<file path="src/rtl/ps2_pkg.sv">
// ps2_pkg: shared PS/2 state encoding, frame length and keyboard command bytes.
package ps2_pkg;
  typedef enum logic [2:0] {IDLE, INHIBIT, REQ, SHIFT, ACK, WAIT_IDLE} ps2_state_t;
  localparam int PS2_FRAME_BITS = 11;
  localparam logic [7:0] CMD_SET_LEDS = 8'hED;
  localparam logic [7:0] CMD_ENABLE = 8'hF4;
  localparam logic [7:0] CMD_RESET = 8'hFF;
  function automatic logic odd_parity(input logic [7:0] d);
    return ~^d;
  endfunction
endpackage

</file>
<file path="src/rtl/ps2_sync_edge.sv">
// ps2_sync_edge: synchronizes the PS/2 clock and data lines and flags keyb_clk falling edges.
module ps2_sync_edge #(
  parameter int unsigned SYNC_STAGES = 2
) (
  input  logic clk,
  input  logic reset,
  input  logic i_clk,
  input  logic i_data,
  output logic o_clk,
  output logic o_data,
  output logic o_fall
);
  logic [SYNC_STAGES-1:0] r_clk_sync, r_data_sync;
  logic r_clk_prev;
  // Lines idle high, so reset to 1 to avoid a phantom edge after reset.
  always_ff @(posedge clk or posedge reset)
    if (reset) begin
      r_clk_sync <= '1;
      r_data_sync <= '1;
      r_clk_prev <= 1'b1;
    end else begin
      r_clk_sync <= {r_clk_sync[SYNC_STAGES-2:0], i_clk};
      r_data_sync <= {r_data_sync[SYNC_STAGES-2:0], i_data};
      r_clk_prev <= o_clk;
    end
  assign o_clk = r_clk_sync[SYNC_STAGES-1];
  assign o_data = r_data_sync[SYNC_STAGES-1];
  assign o_fall = r_clk_prev & ~o_clk;
endmodule

</file>
<file path="src/rtl/ps2_host_tx.sv">
// ps2_host_tx: PS/2 host-to-device command transmitter with open-drain pull-low enables.
// Optional watchdog enabled by defining PS2_TX_TIMEOUT_EN.
module ps2_host_tx
  import ps2_pkg::*;
#(
  parameter int unsigned INHIBIT_CYCLES = 12000,
`ifdef PS2_TX_TIMEOUT_EN
  parameter int unsigned TIMEOUT_CYCLES = 2000000,
`endif
  parameter int unsigned SYNC_STAGES = 2
) (
  input  logic       clk,
  input  logic       reset,
  input  logic [7:0] tx_data,
  input  logic       tx_valid,
  output logic       tx_ready,
  input  logic       keyb_clk_in,
  input  logic       keyb_data_in,
  output logic       keyb_clk_oe,
  output logic       keyb_data_oe,
  output logic       busy,
  output logic       tx_done,
  output logic       tx_err
);
  localparam int IW = $clog2(INHIBIT_CYCLES + 1);
  ps2_state_t r_state, w_next;
  logic [IW-1:0] r_cnt;
  logic [8:0] r_sr;
  logic [3:0] r_bit;
  logic r_data_oe, r_err;
  logic w_clk_s, w_data_s, w_fall, w_inh_last, w_to;

  ps2_sync_edge #(.SYNC_STAGES(SYNC_STAGES)) u_sync (
    .clk(clk), .reset(reset), .i_clk(keyb_clk_in), .i_data(keyb_data_in),
    .o_clk(w_clk_s), .o_data(w_data_s), .o_fall(w_fall)
  );

  assign w_inh_last = r_state == INHIBIT && r_cnt == IW'(INHIBIT_CYCLES - 1);

`ifdef PS2_TX_TIMEOUT_EN
  localparam int TW = $clog2(TIMEOUT_CYCLES + 1);
  logic [TW-1:0] r_to;
  always_ff @(posedge clk or posedge reset)
    if (reset) r_to <= '0;
    else r_to <= (r_state == IDLE || r_state == INHIBIT) ? '0 : r_to + 1'b1;
  assign w_to = r_state != IDLE && r_state != INHIBIT && r_to == TW'(TIMEOUT_CYCLES);
`else
  assign w_to = 1'b0;
`endif

  always_ff @(posedge clk or posedge reset)
    if (reset) r_state <= IDLE;
    else r_state <= w_next;

  always_comb begin
    w_next = r_state;
    keyb_clk_oe = 1'b0;
    keyb_data_oe = 1'b0;
    tx_done = 1'b0;
    case (r_state)
      IDLE: w_next = tx_valid ? INHIBIT : IDLE;
      INHIBIT: begin
        keyb_clk_oe = 1'b1;
        keyb_data_oe = w_inh_last;
        w_next = w_inh_last ? REQ : INHIBIT;
      end
      REQ: begin
        keyb_data_oe = 1'b1;
        w_next = w_fall ? SHIFT : REQ;
      end
      SHIFT: begin
        keyb_data_oe = r_data_oe;
        w_next = (w_fall && r_bit == 4'(PS2_FRAME_BITS - 2)) ? ACK : SHIFT;
      end
      ACK: w_next = w_fall ? WAIT_IDLE : ACK;
      WAIT_IDLE: begin
        tx_done = w_clk_s & w_data_s;
        w_next = tx_done ? IDLE : WAIT_IDLE;
      end
      default: w_next = IDLE;
    endcase
    if (w_to) begin
      w_next = IDLE;
      tx_done = 1'b1;
      keyb_clk_oe = 1'b0;
      keyb_data_oe = 1'b0;
    end
  end

  // Ones shift in behind the parity bit so the stop bit releases the data line.
  always_ff @(posedge clk or posedge reset)
    if (reset) begin
      r_sr <= '1;
      r_cnt <= '0;
      r_bit <= '0;
      r_data_oe <= 1'b0;
      r_err <= 1'b0;
    end else
      case (r_state)
        IDLE:
          if (tx_valid) begin
            r_sr <= {odd_parity(tx_data), tx_data};
            r_cnt <= '0;
            r_err <= 1'b0;
          end
        INHIBIT: r_cnt <= r_cnt + 1'b1;
        REQ, SHIFT:
          if (w_fall) begin
            r_data_oe <= ~r_sr[0];
            r_sr <= {1'b1, r_sr[8:1]};
            r_bit <= r_state == REQ ? 4'd1 : r_bit + 4'd1;
          end
        ACK:
          if (w_fall) begin
            r_bit <= 4'(PS2_FRAME_BITS);
            r_err <= w_data_s;
          end
        default: ;
      endcase

  assign tx_err = tx_done & (r_err | w_to);
  assign tx_ready = r_state == IDLE;
  assign busy = r_state != IDLE;
endmodule

</file>
<file path="config.mk">
export PLATFORM = sky130hd
export DESIGN_NAME = ps2_host_tx
export DESIGN_NICKNAME = d
export VERILOG_FILES = /design/src/rtl/ps2_pkg.sv /design/src/rtl/ps2_sync_edge.sv /design/src/rtl/ps2_host_tx.sv
export SDC_FILE = /design/constraint.sdc
export NUM_CORES = 1
export LEC_CHECK = 0
export CORE_MARGIN = 2
export CORE_UTILIZATION = 40
export CTS_CLUSTER_DIAMETER = 60
export DETAILED_ROUTE_END_ITERATION = 10
export PLACE_DENSITY = 0.68
export SYNTH_ARGS = -nofsm -noshare
export SYNTH_HDL_FRONTEND = slang
export SYNTH_HIERARCHICAL = 1
export SYNTH_SLANG_ARGS = --single-unit
</file>
<file path="constraint.sdc">
create_clock -name clk -period 2.05 [get_ports clk]
set_input_delay 0.41 -clock clk [delete_from_list [all_inputs] [get_ports clk]]
set_output_delay 0.41 -clock clk [all_outputs]
set_load 0.05 [all_outputs]
</file>
==> impl_results.md <==
- Status: finished with violations
- Failing checks: setup timing
- Post-synth top cells: nand2_1 (26), o21ai_0 (25), dfrtp_1 (23)
- Sink Count: 37
- First-pass GRT wire length: around 7200 um
- GPL Wtd Cong: ~0.78
- Min-Delay Path Class: reg2reg
- Post-CTS Setup Inserts: 0
- Iteration-0 DRC Markers: a little over 100
- Vias in the first global route: approximately 1600
- Synth Flop Type: dfrtp_1
- Post-DR wirelength/cell: between 10 and 15 um
- WP data required: 1.64 ns
- Leak: between 0.001 and 0.0015 uW
- Number of synthesized flops with an enable pin: 0
- Reg clk slew, reported paths: 0.07 ns
- Register area share after synthesis: between 40% and 50%
- Fillers: between 400 and 500
- Vias: 1572
- Height of the die: about 74 um
- Worst vdd ir: 0.302 mV
- CTS tree: done
- H-tree depth: 2
- Logic pwr share: under 10%
- Clock share of power: a little under two fifths
- R2R setup slack: about 0.25 ns
- CTS Buf Count: 5
- Kind of end point of the critical path: output pin
- Setup violations, final: 1
- Layout cell share with drive strength beyond 1: between 20 and 30%
- Grt ovf: 0
- Top-count cell post-synth: nand2_1
- FP Rows: 25
- Root Driver: clkbuf_8
- Async SR Flop Fraction: 100%
- Worst Skew: approximately 0.0097 ns
- Slew headroom: around three fifths
- Post-DR vias/cell: 5.31
- P per Cell Area: 534 nW/um2
- Share of power burned in registers: a little under three fifths
- Util after Layout: roughly 53%
- P_sw: 304 uW
- Core area: between 4000 and 5000 um2
- Internal: slightly above 1000 uW
- Yosys top cell area share: 29.7%
- Final hold vios: 0
- # diodes: 0
- Final ANT Viol Nets: 0
- Clk Latency, worst-skew pair: ~0.3 ns
- Pre-CTS worst setup slack: -0.0772 ns
- Drc violations: 0
- Clock Tree Buf Depth: 2
- Largest net degree at the start of global routing: 33
- Initial core utilization: 41.3%
- Startpoint types: flip-flop
- Top cells by area, synth: dfrtp_1 (30%), dfstp_2 (19%), o21ai_0 (6.5%)
- Die ar.: between 5000 and 6000 um2
- Tcrit/Tclk final: 108%
- Total track usage: approximately 17%
- Routed Wire Length: about 4000 um
- Worst Path Max Fanout: 2
- Hold-fix buffers at CTS: 0
- Synth Net Count: ~220
- Area growth syn-to-layout: 29.3%
- Drt pass-1 iters: 4
- RSZ-0062 raised after global routing: yes
- Fmax: roughly 450 MHz
- Synth area leader: dfrtp_1
- Final worst-path setup slack: -0.160 ns
- Seq cells post-synth: 37
- Mapped Cells: roughly 200
- Initial antenna violation count: 0
- Avg Cell Area, Syn: just under 10 um2
- Period minus WS final: between 2 and 2.5 ns
- Slew Limit Fails: 0
- Synthesized area: 1940 um2
- Max Cap Viol: 0
- Nets@finish: between 200 and 300
- Post-DP HPWL: 2820 um
- Post-synth cell types: between 40 and 50
- Kind of critical path: reg2out
- Warnings from Yosys: 6
- Worst-Margin Slew: 0.574 ns
- I/O Buffers: 18
- Tot Pwr: about 1300 uW
- IO Count: 19
- Arrival time worst endpoint: between 1.5 and 2 ns
- Die Span X: 73.6 um
- Net Sw Frac: between 20% and 30%
## cell usage in the layout (no fill, tap or decap), types with 4 or more instances in the layout
master	netlist	final
a21oi_1	6	5
buf_12	0	5
buf_4	0	26
clkbuf_8	0	5
clkdlybuf4s50_1	0	12
dfrtp_1	23	23
dfstp_2	14	14
inv_1	10	10
mux2i_1	10	10
nand2_1	26	26
nand3_1	9	9
nor2_1	7	7
nor3_1	6	4
o21ai_0	25	25
xnor2_1	5	5
## what timing repair did
action	CTS	global route
hold endpoints to repair	0	0
pin swaps	4	0
endpoints found under the setup margin	1	1
gates resized for setup	2	1
## worst max-delay path: stages (launching register included)
cell       delay [ns]
dfrtp_1          0.38
nand4bb_1        0.23
nor4_2           0.24
buf_4            0.16
a21oi_4          0.05
a311oi_2         0.26
buf_12           0.18
## cell families after synthesis
| kind of cell | share of synthesized area [%] |
|---|---|
| buffers and inverters | 3.81 |
| flip-flops | 48.7 |
| AND/OR/NAND/NOR | 20.9 |
| multiplexers | 5.17 |
| adder cells (fa/ha/maj) | 1.94 |
| AO/OA/AOI/OAI | 15.9 |
| XOR/XNOR | 3.62 |
## path summary, 6_finish.rpt
check	start	to	cells after the start
hold reg to reg	u_sync/r_clk_sync[0]	u_sync/r_clk_sync[1]	0
max in group asynchronous	reset	r_sr[1]	3
hold / removal	u_sync/r_clk_sync[0]	u_sync/r_clk_sync[1]	0
setup / recovery	r_cnt[5]	keyb_data_oe	6
min in group asynchronous	reset	r_err	3
setup reg to reg	r_state[1]	r_cnt[12]	4
## registers in the layout, indices dropped and copies added (netlist names)
name	count
r_bit	4
r_cnt	14
r_data_oe	1
r_err	1
r_sr	9
r_state	3
u_sync/r_clk_prev	1
u_sync/r_clk_sync	2
u_sync/r_data_sync	2
## through the flow
step	hold slack, ns	instances	area [um2]	setup TNS [ns]
finish	0.356	296	2500	-0.160
global route	0.360	296	2500	-0.294
CTS	0.357	296	2500	-0.203
detailed placement	0.347	288	2400	-0.0772
global placement	0.347	288	2400	-0.0321
floorplan	0.345	199	1950	-0.391
## power by group through the flow
stage | clock network [uW] | registers (uW) | logic, uW
global placement | 0 | 764 | 89.0
detailed placement | 0 | 764 | 90.1
CTS | 512 | 751 | 90.5
global route | 547 | 752 | 98.9
floorplan | 0 | 763 | 50.2
finish | 498 | 751 | 88.3
## layer usage
| layer | part of all wire, % | routed length, um | GRT usage (%) |
|---|---|---|---|
| met1 | 47 | 1880 | 22.9 |
| met2 | 48 | 1940 | 27.1 |
| met3 | 3.6 | 143 | 5.35 |
| met4 | 1.3 | 52 | 5.45 |
| met5 | 0 | 0 | 0 |
## layout make-up
class / count / area [um2] / area share (%)
tap: 54 / 67.6 / 2.70
clock buffer: 7 / 76.3 / 3.05
sequential: 37 / 943 / 37.7
timing repair buffer: 43 / 415 / 16.6
multi-input combinational: 143 / 953 / 38.1
clock inverter: 1 / 5.00 / 0.200
inverter: 11 / 42.5 / 1.70
No activity file was read; power rests on OpenSTA's default activity.
